**src/rtl/axi_burst_master_if.sv**
```systemverilog
// AXI4 master-side channel bundle (AW/W/B/AR/R) used by axi_burst_master.
interface axi_burst_master_if #(
    parameter int ID_W   = 4,
    parameter int ADDR_W = 32,
    parameter int DATA_W = 64
) ();
    logic [ID_W-1:0]     awid;
    logic [ADDR_W-1:0]   awaddr;
    logic [7:0]          awlen;
    logic [2:0]          awsize;
    logic [1:0]          awburst;
    logic                awvalid;
    logic                awready;

    logic [DATA_W-1:0]   wdata;
    logic [DATA_W/8-1:0] wstrb;
    logic                wlast;
    logic                wvalid;
    logic                wready;

    logic [ID_W-1:0]     bid;
    logic [1:0]          bresp;
    logic                bvalid;
    logic                bready;

    logic [ID_W-1:0]     arid;
    logic [ADDR_W-1:0]   araddr;
    logic [7:0]          arlen;
    logic [2:0]          arsize;
    logic [1:0]          arburst;
    logic                arvalid;
    logic                arready;

    logic [ID_W-1:0]     rid;
    logic [DATA_W-1:0]   rdata;
    logic [1:0]          rresp;
    logic                rlast;
    logic                rvalid;
    logic                rready;

    modport master (
        output awid, awaddr, awlen, awsize, awburst, awvalid,
        input  awready,
        output wdata, wstrb, wlast, wvalid,
        input  wready,
        input  bid, bresp, bvalid,
        output bready,
        output arid, araddr, arlen, arsize, arburst, arvalid,
        input  arready,
        input  rid, rdata, rresp, rlast, rvalid,
        output rready
    );

    modport slave (
        input  awid, awaddr, awlen, awsize, awburst, awvalid,
        output awready,
        input  wdata, wstrb, wlast, wvalid,
        output wready,
        output bid, bresp, bvalid,
        input  bready,
        input  arid, araddr, arlen, arsize, arburst, arvalid,
        output arready,
        output rid, rdata, rresp, rlast, rvalid,
        input  rready
    );
endinterface

```
**src/rtl/axi_burst_master.sv**
```systemverilog
// Single-outstanding AXI4 INCR burst master with streaming write/read data ports.
// Optional watchdog: define AXI_BURST_MASTER_TIMEOUT_EN.
module axi_burst_master #(
    parameter int C_M_AXI_ID_WIDTH   = 4,
    parameter int C_M_AXI_ADDR_WIDTH = 32,
    parameter int C_M_AXI_DATA_WIDTH = 64,
    parameter logic [C_M_AXI_ADDR_WIDTH-1:0] C_M_TARGET_SLAVE_BASE_ADDR = '0,
    parameter int C_MAX_BURST_LEN    = 16,
    parameter int C_TIMEOUT_BITS     = 10
) (
    input  logic                            M_AXI_ACLK,
    input  logic                            M_AXI_ARESET,

    input  logic                            req_valid,
    output logic                            req_ready,
    input  logic                            req_write,
    input  logic [C_M_AXI_ADDR_WIDTH-1:0]   req_addr,
    input  logic [7:0]                      req_len,
    input  logic [2:0]                      req_size,

    input  logic                            wr_valid,
    output logic                            wr_ready,
    input  logic [C_M_AXI_DATA_WIDTH-1:0]   wr_data,
    input  logic [C_M_AXI_DATA_WIDTH/8-1:0] wr_strb,

    output logic                            rd_valid,
    input  logic                            rd_ready,
    output logic [C_M_AXI_DATA_WIDTH-1:0]   rd_data,
    output logic                            rd_last,

    output logic                            done_valid,
    output logic                            done_err,
    output logic                            busy,

    axi_burst_master_if.master              m_axi
);
    localparam int AW       = C_M_AXI_ADDR_WIDTH;
    localparam int IW       = C_M_AXI_ID_WIDTH;
    localparam int MAX_SIZE = $clog2(C_M_AXI_DATA_WIDTH / 8);

    typedef enum logic [2:0] {
        S_IDLE, S_CHECK, S_AW, S_W, S_B, S_AR, S_R, S_DONE
    } state_t;

    state_t          state_reg;
    logic [AW-1:0]   addr_reg;
    logic [7:0]      len_reg;
    logic [2:0]      size_reg;
    logic            write_reg;
    logic [IW-1:0]   id_reg;
    logic [IW-1:0]   issued_id_reg;
    logic [7:0]      beat_reg;
    logic            err_reg;
    logic            req_ready_reg;
    logic            done_valid_reg;
    logic            done_err_reg;
    logic            busy_reg;
    logic            awvalid_reg;
    logic            arvalid_reg;
    logic            bready_reg;

    logic [AW-1:0]   burst_bytes;
    logic [AW-1:0]   last_byte;
    logic            chk_err;
    logic            at_last;
    logic            r_beat_err;
    logic            tmo_hit;

    // Request legality: beat count, beat size vs bus width, and 4KB crossing.
    assign burst_bytes = AW'({1'b0, len_reg} + 9'd1) << size_reg;
    assign last_byte   = addr_reg + burst_bytes - AW'(1);
    assign chk_err     = (int'(len_reg) >= C_MAX_BURST_LEN)
                      || (int'(size_reg) > MAX_SIZE)
                      || (last_byte[AW-1:12] != addr_reg[AW-1:12]);

    assign at_last    = (beat_reg == len_reg);
    assign r_beat_err = m_axi.rresp[1] || (m_axi.rid != issued_id_reg)
                     || (m_axi.rlast != at_last);

`ifdef AXI_BURST_MASTER_TIMEOUT_EN
    logic [C_TIMEOUT_BITS-1:0] tmo_reg;
    logic                      tmo_active;
    logic                      any_hs;

    assign tmo_active = (state_reg == S_AW) || (state_reg == S_W) || (state_reg == S_B)
                     || (state_reg == S_AR) || (state_reg == S_R);
    assign any_hs = (m_axi.awvalid && m_axi.awready) || (m_axi.wvalid && m_axi.wready)
                 || (m_axi.bvalid && m_axi.bready)   || (m_axi.arvalid && m_axi.arready)
                 || (m_axi.rvalid && m_axi.rready);
    assign tmo_hit = tmo_active && (&tmo_reg) && !any_hs;

    always_ff @(posedge M_AXI_ACLK or posedge M_AXI_ARESET) begin
        if (M_AXI_ARESET) begin
            tmo_reg <= '0;
        end else if (!tmo_active || any_hs) begin
            tmo_reg <= '0;
        end else if (!(&tmo_reg)) begin
            tmo_reg <= tmo_reg + 1'b1;
        end
    end
`else
    localparam int unused_timeout_bits = C_TIMEOUT_BITS;
    assign tmo_hit = 1'b0;
`endif

    always_ff @(posedge M_AXI_ACLK or posedge M_AXI_ARESET) begin
        if (M_AXI_ARESET) begin
            state_reg      <= S_IDLE;
            addr_reg       <= '0;
            len_reg        <= '0;
            size_reg       <= '0;
            write_reg      <= 1'b0;
            id_reg         <= '0;
            issued_id_reg  <= '0;
            beat_reg       <= '0;
            err_reg        <= 1'b0;
            req_ready_reg  <= 1'b0;
            done_valid_reg <= 1'b0;
            done_err_reg   <= 1'b0;
            busy_reg       <= 1'b0;
            awvalid_reg    <= 1'b0;
            arvalid_reg    <= 1'b0;
            bready_reg     <= 1'b0;
        end else begin
            case (state_reg)
                S_IDLE: begin
                    req_ready_reg <= 1'b1;
                    if (req_valid && req_ready_reg) begin
                        req_ready_reg <= 1'b0;
                        busy_reg      <= 1'b1;
                        addr_reg      <= req_addr;
                        len_reg       <= req_len;
                        size_reg      <= req_size;
                        write_reg     <= req_write;
                        state_reg     <= S_CHECK;
                    end
                end
                S_CHECK: begin
                    if (chk_err) begin
                        done_valid_reg <= 1'b1;
                        done_err_reg   <= 1'b1;
                        state_reg      <= S_DONE;
                    end else if (write_reg) begin
                        awvalid_reg <= 1'b1;
                        state_reg   <= S_AW;
                    end else begin
                        arvalid_reg <= 1'b1;
                        state_reg   <= S_AR;
                    end
                end
                S_AW: begin
                    if (tmo_hit) begin
                        awvalid_reg    <= 1'b0;
                        done_valid_reg <= 1'b1;
                        done_err_reg   <= 1'b1;
                        state_reg      <= S_DONE;
                    end else if (m_axi.awready) begin
                        awvalid_reg   <= 1'b0;
                        issued_id_reg <= id_reg;
                        id_reg        <= id_reg + 1'b1;
                        beat_reg      <= '0;
                        state_reg     <= S_W;
                    end
                end
                S_W: begin
                    if (tmo_hit) begin
                        done_valid_reg <= 1'b1;
                        done_err_reg   <= 1'b1;
                        state_reg      <= S_DONE;
                    end else if (wr_valid && m_axi.wready) begin
                        beat_reg <= beat_reg + 1'b1;
                        if (at_last) begin
                            bready_reg <= 1'b1;
                            state_reg  <= S_B;
                        end
                    end
                end
                S_B: begin
                    if (tmo_hit) begin
                        bready_reg     <= 1'b0;
                        done_valid_reg <= 1'b1;
                        done_err_reg   <= 1'b1;
                        state_reg      <= S_DONE;
                    end else if (m_axi.bvalid) begin
                        bready_reg     <= 1'b0;
                        done_valid_reg <= 1'b1;
                        done_err_reg   <= m_axi.bresp[1] || (m_axi.bid != issued_id_reg);
                        state_reg      <= S_DONE;
                    end
                end
                S_AR: begin
                    if (tmo_hit) begin
                        arvalid_reg    <= 1'b0;
                        done_valid_reg <= 1'b1;
                        done_err_reg   <= 1'b1;
                        state_reg      <= S_DONE;
                    end else if (m_axi.arready) begin
                        arvalid_reg   <= 1'b0;
                        issued_id_reg <= id_reg;
                        id_reg        <= id_reg + 1'b1;
                        beat_reg      <= '0;
                        err_reg       <= 1'b0;
                        state_reg     <= S_R;
                    end
                end
                S_R: begin
                    if (tmo_hit) begin
                        done_valid_reg <= 1'b1;
                        done_err_reg   <= 1'b1;
                        state_reg      <= S_DONE;
                    end else if (m_axi.rvalid && rd_ready) begin
                        // The slave's RLAST ends the burst; a count mismatch only flags an error.
                        beat_reg <= beat_reg + 1'b1;
                        err_reg  <= err_reg || r_beat_err;
                        if (m_axi.rlast) begin
                            done_valid_reg <= 1'b1;
                            done_err_reg   <= err_reg || r_beat_err;
                            state_reg      <= S_DONE;
                        end
                    end
                end
                S_DONE: begin
                    done_valid_reg <= 1'b0;
                    done_err_reg   <= 1'b0;
                    busy_reg       <= 1'b0;
                    req_ready_reg  <= 1'b1;
                    state_reg      <= S_IDLE;
                end
                default: state_reg <= S_IDLE;
            endcase
        end
    end

    assign req_ready  = req_ready_reg;
    assign done_valid = done_valid_reg;
    assign done_err   = done_err_reg;
    assign busy       = busy_reg;

    assign m_axi.awid    = id_reg;
    assign m_axi.awaddr  = addr_reg + C_M_TARGET_SLAVE_BASE_ADDR;
    assign m_axi.awlen   = len_reg;
    assign m_axi.awsize  = size_reg;
    assign m_axi.awburst = 2'b01;
    assign m_axi.awvalid = awvalid_reg;

    assign m_axi.arid    = id_reg;
    assign m_axi.araddr  = addr_reg + C_M_TARGET_SLAVE_BASE_ADDR;
    assign m_axi.arlen   = len_reg;
    assign m_axi.arsize  = size_reg;
    assign m_axi.arburst = 2'b01;
    assign m_axi.arvalid = arvalid_reg;

    // Data channels are steered straight through, gated only by state.
    assign m_axi.wvalid = (state_reg == S_W) && wr_valid;
    assign m_axi.wdata  = wr_data;
    assign m_axi.wstrb  = wr_strb;
    assign m_axi.wlast  = (state_reg == S_W) && at_last;
    assign wr_ready     = (state_reg == S_W) && m_axi.wready;

    assign m_axi.bready = bready_reg;

    assign m_axi.rready = (state_reg == S_R) && rd_ready;
    assign rd_valid     = (state_reg == S_R) && m_axi.rvalid;
    assign rd_data      = m_axi.rdata;
    assign rd_last      = m_axi.rlast;

    logic unused_resp_bits;
    assign unused_resp_bits = ^{m_axi.rresp[0], m_axi.bresp[0]};
endmodule

```
**src/flat_wrapper.sv**
```systemverilog
// flat-port wrapper written by rule: the top's interface ports become plain ports
module axi_burst_master_flat 
#(
    parameter int C_M_AXI_ID_WIDTH   = 4,
    parameter int C_M_AXI_ADDR_WIDTH = 32,
    parameter int C_M_AXI_DATA_WIDTH = 64,
    parameter logic [C_M_AXI_ADDR_WIDTH-1:0] C_M_TARGET_SLAVE_BASE_ADDR = '0,
    parameter int C_MAX_BURST_LEN    = 16,
    parameter int C_TIMEOUT_BITS     = 10
)
  (M_AXI_ACLK, M_AXI_ARESET, req_valid, req_ready, req_write, req_addr, req_len, req_size, wr_valid, wr_ready, wr_data, wr_strb, rd_valid, rd_ready, rd_data, rd_last, done_valid, done_err, busy, m_axi_awid, m_axi_awaddr, m_axi_awlen, m_axi_awsize, m_axi_awburst, m_axi_awvalid, m_axi_awready, m_axi_wdata, m_axi_wstrb, m_axi_wlast, m_axi_wvalid, m_axi_wready, m_axi_bid, m_axi_bresp, m_axi_bvalid, m_axi_bready, m_axi_arid, m_axi_araddr, m_axi_arlen, m_axi_arsize, m_axi_arburst, m_axi_arvalid, m_axi_arready, m_axi_rid, m_axi_rdata, m_axi_rresp, m_axi_rlast, m_axi_rvalid, m_axi_rready);
  axi_burst_master_if #(.ID_W((4)), .ADDR_W((32)), .DATA_W((64))) m_axi_i ();
  input  logic M_AXI_ACLK;
  input  logic M_AXI_ARESET;
  input  logic req_valid;
  output logic req_ready;
  input  logic req_write;
  input  logic [C_M_AXI_ADDR_WIDTH-1:0] req_addr;
  input  logic [7:0] req_len;
  input  logic [2:0] req_size;
  input  logic wr_valid;
  output logic wr_ready;
  input  logic [C_M_AXI_DATA_WIDTH-1:0] wr_data;
  input  logic [C_M_AXI_DATA_WIDTH/8-1:0] wr_strb;
  output logic rd_valid;
  input  logic rd_ready;
  output logic [C_M_AXI_DATA_WIDTH-1:0] rd_data;
  output logic rd_last;
  output logic done_valid;
  output logic done_err;
  output logic busy;
  output wire logic [$bits(m_axi_i.awid)-1:0] m_axi_awid;
  output wire logic [$bits(m_axi_i.awaddr)-1:0] m_axi_awaddr;
  output wire logic [$bits(m_axi_i.awlen)-1:0] m_axi_awlen;
  output wire logic [$bits(m_axi_i.awsize)-1:0] m_axi_awsize;
  output wire logic [$bits(m_axi_i.awburst)-1:0] m_axi_awburst;
  output wire logic [$bits(m_axi_i.awvalid)-1:0] m_axi_awvalid;
  input wire logic [$bits(m_axi_i.awready)-1:0] m_axi_awready;
  output wire logic [$bits(m_axi_i.wdata)-1:0] m_axi_wdata;
  output wire logic [$bits(m_axi_i.wstrb)-1:0] m_axi_wstrb;
  output wire logic [$bits(m_axi_i.wlast)-1:0] m_axi_wlast;
  output wire logic [$bits(m_axi_i.wvalid)-1:0] m_axi_wvalid;
  input wire logic [$bits(m_axi_i.wready)-1:0] m_axi_wready;
  input wire logic [$bits(m_axi_i.bid)-1:0] m_axi_bid;
  input wire logic [$bits(m_axi_i.bresp)-1:0] m_axi_bresp;
  input wire logic [$bits(m_axi_i.bvalid)-1:0] m_axi_bvalid;
  output wire logic [$bits(m_axi_i.bready)-1:0] m_axi_bready;
  output wire logic [$bits(m_axi_i.arid)-1:0] m_axi_arid;
  output wire logic [$bits(m_axi_i.araddr)-1:0] m_axi_araddr;
  output wire logic [$bits(m_axi_i.arlen)-1:0] m_axi_arlen;
  output wire logic [$bits(m_axi_i.arsize)-1:0] m_axi_arsize;
  output wire logic [$bits(m_axi_i.arburst)-1:0] m_axi_arburst;
  output wire logic [$bits(m_axi_i.arvalid)-1:0] m_axi_arvalid;
  input wire logic [$bits(m_axi_i.arready)-1:0] m_axi_arready;
  input wire logic [$bits(m_axi_i.rid)-1:0] m_axi_rid;
  input wire logic [$bits(m_axi_i.rdata)-1:0] m_axi_rdata;
  input wire logic [$bits(m_axi_i.rresp)-1:0] m_axi_rresp;
  input wire logic [$bits(m_axi_i.rlast)-1:0] m_axi_rlast;
  input wire logic [$bits(m_axi_i.rvalid)-1:0] m_axi_rvalid;
  output wire logic [$bits(m_axi_i.rready)-1:0] m_axi_rready;
  assign m_axi_awid = m_axi_i.awid;
  assign m_axi_awaddr = m_axi_i.awaddr;
  assign m_axi_awlen = m_axi_i.awlen;
  assign m_axi_awsize = m_axi_i.awsize;
  assign m_axi_awburst = m_axi_i.awburst;
  assign m_axi_awvalid = m_axi_i.awvalid;
  assign m_axi_i.awready = m_axi_awready;
  assign m_axi_wdata = m_axi_i.wdata;
  assign m_axi_wstrb = m_axi_i.wstrb;
  assign m_axi_wlast = m_axi_i.wlast;
  assign m_axi_wvalid = m_axi_i.wvalid;
  assign m_axi_i.wready = m_axi_wready;
  assign m_axi_i.bid = m_axi_bid;
  assign m_axi_i.bresp = m_axi_bresp;
  assign m_axi_i.bvalid = m_axi_bvalid;
  assign m_axi_bready = m_axi_i.bready;
  assign m_axi_arid = m_axi_i.arid;
  assign m_axi_araddr = m_axi_i.araddr;
  assign m_axi_arlen = m_axi_i.arlen;
  assign m_axi_arsize = m_axi_i.arsize;
  assign m_axi_arburst = m_axi_i.arburst;
  assign m_axi_arvalid = m_axi_i.arvalid;
  assign m_axi_i.arready = m_axi_arready;
  assign m_axi_i.rid = m_axi_rid;
  assign m_axi_i.rdata = m_axi_rdata;
  assign m_axi_i.rresp = m_axi_rresp;
  assign m_axi_i.rlast = m_axi_rlast;
  assign m_axi_i.rvalid = m_axi_rvalid;
  assign m_axi_rready = m_axi_i.rready;
  axi_burst_master #(.C_M_AXI_ID_WIDTH(C_M_AXI_ID_WIDTH), .C_M_AXI_ADDR_WIDTH(C_M_AXI_ADDR_WIDTH), .C_M_AXI_DATA_WIDTH(C_M_AXI_DATA_WIDTH), .C_M_TARGET_SLAVE_BASE_ADDR(C_M_TARGET_SLAVE_BASE_ADDR), .C_MAX_BURST_LEN(C_MAX_BURST_LEN), .C_TIMEOUT_BITS(C_TIMEOUT_BITS)) u_core (.M_AXI_ACLK(M_AXI_ACLK), .M_AXI_ARESET(M_AXI_ARESET), .req_valid(req_valid), .req_ready(req_ready), .req_write(req_write), .req_addr(req_addr), .req_len(req_len), .req_size(req_size), .wr_valid(wr_valid), .wr_ready(wr_ready), .wr_data(wr_data), .wr_strb(wr_strb), .rd_valid(rd_valid), .rd_ready(rd_ready), .rd_data(rd_data), .rd_last(rd_last), .done_valid(done_valid), .done_err(done_err), .busy(busy), .m_axi(m_axi_i));
endmodule
```
**config.mk**
```make
export PLATFORM = sky130hd
export DESIGN_NAME = axi_burst_master_flat
export DESIGN_NICKNAME = d
export VERILOG_FILES = /design/src/rtl/axi_burst_master_if.sv /design/src/rtl/axi_burst_master.sv /design/src/flat_wrapper.sv
export SDC_FILE = /design/constraint.sdc
export NUM_CORES = 1
export LEC_CHECK = 0
export ABC_CLOCK_PERIOD_IN_PS = 8500
export CORE_MARGIN = 8
export CORE_UTILIZATION = 30
export CTS_CLUSTER_DIAMETER = 50
export CTS_CLUSTER_SIZE = 14
export DETAILED_ROUTE_END_ITERATION = 7
export PLACE_DENSITY = 0.67
export RECOVER_POWER = 100
export SLEW_MARGIN = 30
export SYNTH_ARGS = -nofsm -noshare
export SYNTH_HDL_FRONTEND = slang
export SYNTH_SLANG_ARGS = --single-unit
```
**constraint.sdc**
```tcl
create_clock -name M_AXI_ACLK -period 8.5 [get_ports M_AXI_ACLK]
set_clock_uncertainty 0.15 [all_clocks]
set_input_delay 1.7 -clock M_AXI_ACLK [delete_from_list [all_inputs] [get_ports M_AXI_ACLK]]
set_output_delay 1.7 -clock M_AXI_ACLK [all_outputs]
set_load 0.05 [all_outputs]
```
==> metrics <==
post-route ant nets=0; post-synth cell types=72; Post-Syn Area=7520 um^2; Post-CTS Resized=0; CP dominant cell by count=ha_1; Clock Latency Late Sink=0.34 ns; RR Startpoint=u_core.m_axi.arlen[0]; Cells after Synth=967; measured slew at the worst slew-check pin=4.09 ns; area of the multi-input gates=3890 um^2; Seq/Total Area, Yosys=23.6%; CTS Buf Count=9; total clock sinks=71; Final setup viols=0; maxcap violations=2; hold crit path type=flop to flop; gpl congestion=0.893; Clock Tree Buf Depth=2; Async S/R FF share, synth=100%; CP arrival=5.97 ns; port bufs=171; vias=6340; TritonCTS clock tree=done; post-synthesis compound-gate area fraction=18.0%; P&R area growth vs syn=11.4%; DR pass1 iterations=5; mux cell area share after synthesis=4.26%; total grt overflow=0; Slew Viols, Final=149; GRT Util Overall=14.0%; Vias/cell=5.02; Core Rows=58; post-synth top area share=23.6%; final hold vios=0; Post-Synth XOR/XNOR Area=4.89%; achievable clock frequency=170 MHz; DR iter-0 viols=460; setup repair after global routing missed its margin=no; Detailed Route WL=21.8 mm; critical path type=flop to flop; Hold Startpoint=u_core.m_axi.awvalid; post-synthesis adder-cell area fraction=7.98%; largest area contributor in the netlist=dfrtp_1; # hold bufs at CTS=0; Ant. Diodes=0; worst-path cell chain=ha_1 > inv_1 > nor2_1 > and2_1 > o22ai_1 > nand2_1 > nand2_1 > mux2i_1 > mux2i_1 > ha_1 > inv_1 > ha_1 > a21oi_1 > o21ai_0 > and3_1 > o311ai_0 > nand3_1 > a221oi_1 > nor4bb_1 > nor3_1 > or2_0 > o31a_1; TNS Setup=0 ns; Detailed Place HPWL=17.1 mm; slowest cell on the critical path=dfrtp_1; core box area=24900 um^2; Post-Synth Simple-Gate Area=16.5%; post-CTS setup buffer count=0; fin crit share=69.3%; Clock transition at path regs=0.07 ns; Period minus WS final=5.89 ns; Worst setup EP type=flop; Setup crit start=u_core.m_axi.arlen[0]; vias in the first global route=6303; Starting Density=30.2%; register area=1780 um^2; initial antenna violation count=1; share of layout cells above drive strength 1=4.82%; fillers=2613; CP peak stage delay=0.57 ns; most area-consuming cells after synthesis=dfrtp_1, buf_4, ha_1; maximum number of pins on one net before global-route repair=77; Layout Nets=1179; H-tree Lvls=3; Post-synth EDFFs=0; Die ar.=30400 um^2; clk root buf=clkbuf_16; Critical Path RT=8.58 ns; largest family of logic cells by synthesized area=buffers and inverters; die width=174 um; io pins=450; Avg Cell Area, Syn=7.78 um^2; crit-path max FO=8; die height=174 um; first-pass GRT wire length=34.4 mm; most used flip-flop cell after synthesis=dfrtp_1; outcome=complete, but fails checks; Buf/Inv on CP=2; Worst Setup Start Kind=flop; slew margin rel.=-173%; #FFs+latches synth=71; YS warnings=0; cell family with most CP delay=simple AND/OR/NAND/NOR gates; drt drc=0; failing checks=capacitance limit, slew limit; max reg flops=32; DR WL/cell=17.3 um
[kinds of logic after synthesis]
logic type,count (synthesis)
buf+inv,303
simple gates,257
compound gates,214
flops,71
fa+ha+maj,48
xor+xnor,42
mux,30
other cells,2
[layout by cell type (no fill, tap or decap), drive strengths merged, types with 16 or more instances in the layout]
master and instances:
nand4 18, inv 76, o21ai 75, dlygate4sd3 112
nand3 22, nor2 47, clkdlybuf4s50 59, a21oi 49
xnor2 17, mux2 16, xor2 25, nand2 97
ha 48, dfrtp 71
[Yosys cell counts, drive strengths merged (6+ instances only)]
cell	number
o21ai	75
xor2	25
nand2	97
a21o	9
and3	9
o31ai	9
nor4	9
o22ai	6
a31oi	8
nand2b	8
nor3	10
or3	8
o21a	8
ha	48
nand4	18
nor2b	8
xnor2	17
inv	76
nor2	47
buf	190
mux2	16
nand3	22
mux2i	14
dfrtp	71
a21oi	49
and2	7
clkbuf	36
[routing by layer]
layer / vias up / GRT usage [%] / share of wire (%)
li1: 3050 / - / -
met3: 62 / 5.01 / 8.9
met4: 2 / 6.23 / 3.3
met5: - / 0 / 0.041
met2: 257 / 22.0 / 46
met1: 2969 / 17.0 / 42
[path summary, 6_finish.rpt]
kind                                         to  slack, ns  cells past startpoint
setup / recovery            u_core.state_reg[0]       2.61                     22
hold / removal             u_core.m_axi.awvalid       0.34                      1
setup reg to reg            u_core.state_reg[0]       2.61                     22
hold reg to reg            u_core.m_axi.awvalid       0.34                      1
max in group asynchronous   u_core.addr_reg[10]       2.64                      3
min in group asynchronous  u_core.m_axi.arid[1]       3.29                      3
[final cells by class]
type / instances / share of cell area, %
clock buffers: 10 / 2.85
well taps: 330 / 4.93
multi-input cells: 595 / 46.5
repair buffers: 174 / 20.6
flip-flops and latches: 71 / 21.2
inverters: 77 / 3.46
clock inverters: 6 / 0.537
[per-stage QoR]
step | setup slack, ns | util [%] | cells | hold slack [ns] | cell area, um^2
after CTS | 2.79 | 33.8 | 1263 | 0.348 | 8400
final | 2.61 | 33.7 | 1263 | 0.342 | 8380
after detailed placement | 2.83 | 32.6 | 1247 | 0.332 | 8120
after global routing | 1.73 | 33.7 | 1263 | 0.362 | 8380
after floorplan | 3.41 | - | 969 | 0.317 | 7530
after global placement | 2.87 | 32.6 | 1247 | 0.323 | 8120
[worst reg2reg max path, stage by stage, from the launching register on]
cell	delay, ns
dfrtp_1	0.57
ha_1	0.33
inv_1	0.08
nor2_1	0.20
and2_1	0.18
o22ai_1	0.08
nand2_1	0.10
nand2_1	0.07
mux2i_1	0.21
mux2i_1	0.16
ha_1	0.33
inv_1	0.04
ha_1	0.35
a21oi_1	0.22
o21ai_0	0.11
and3_1	0.22
o311ai_0	0.53
nand3_1	0.16
a221oi_1	0.49
nor4bb_1	0.35
nor3_1	0.16
or2_0	0.35
o31a_1	0.33
Power is left out: the tool's default activity adds up to more than one toggle a clock period on the data nets, which glitch-free logic cannot reach.
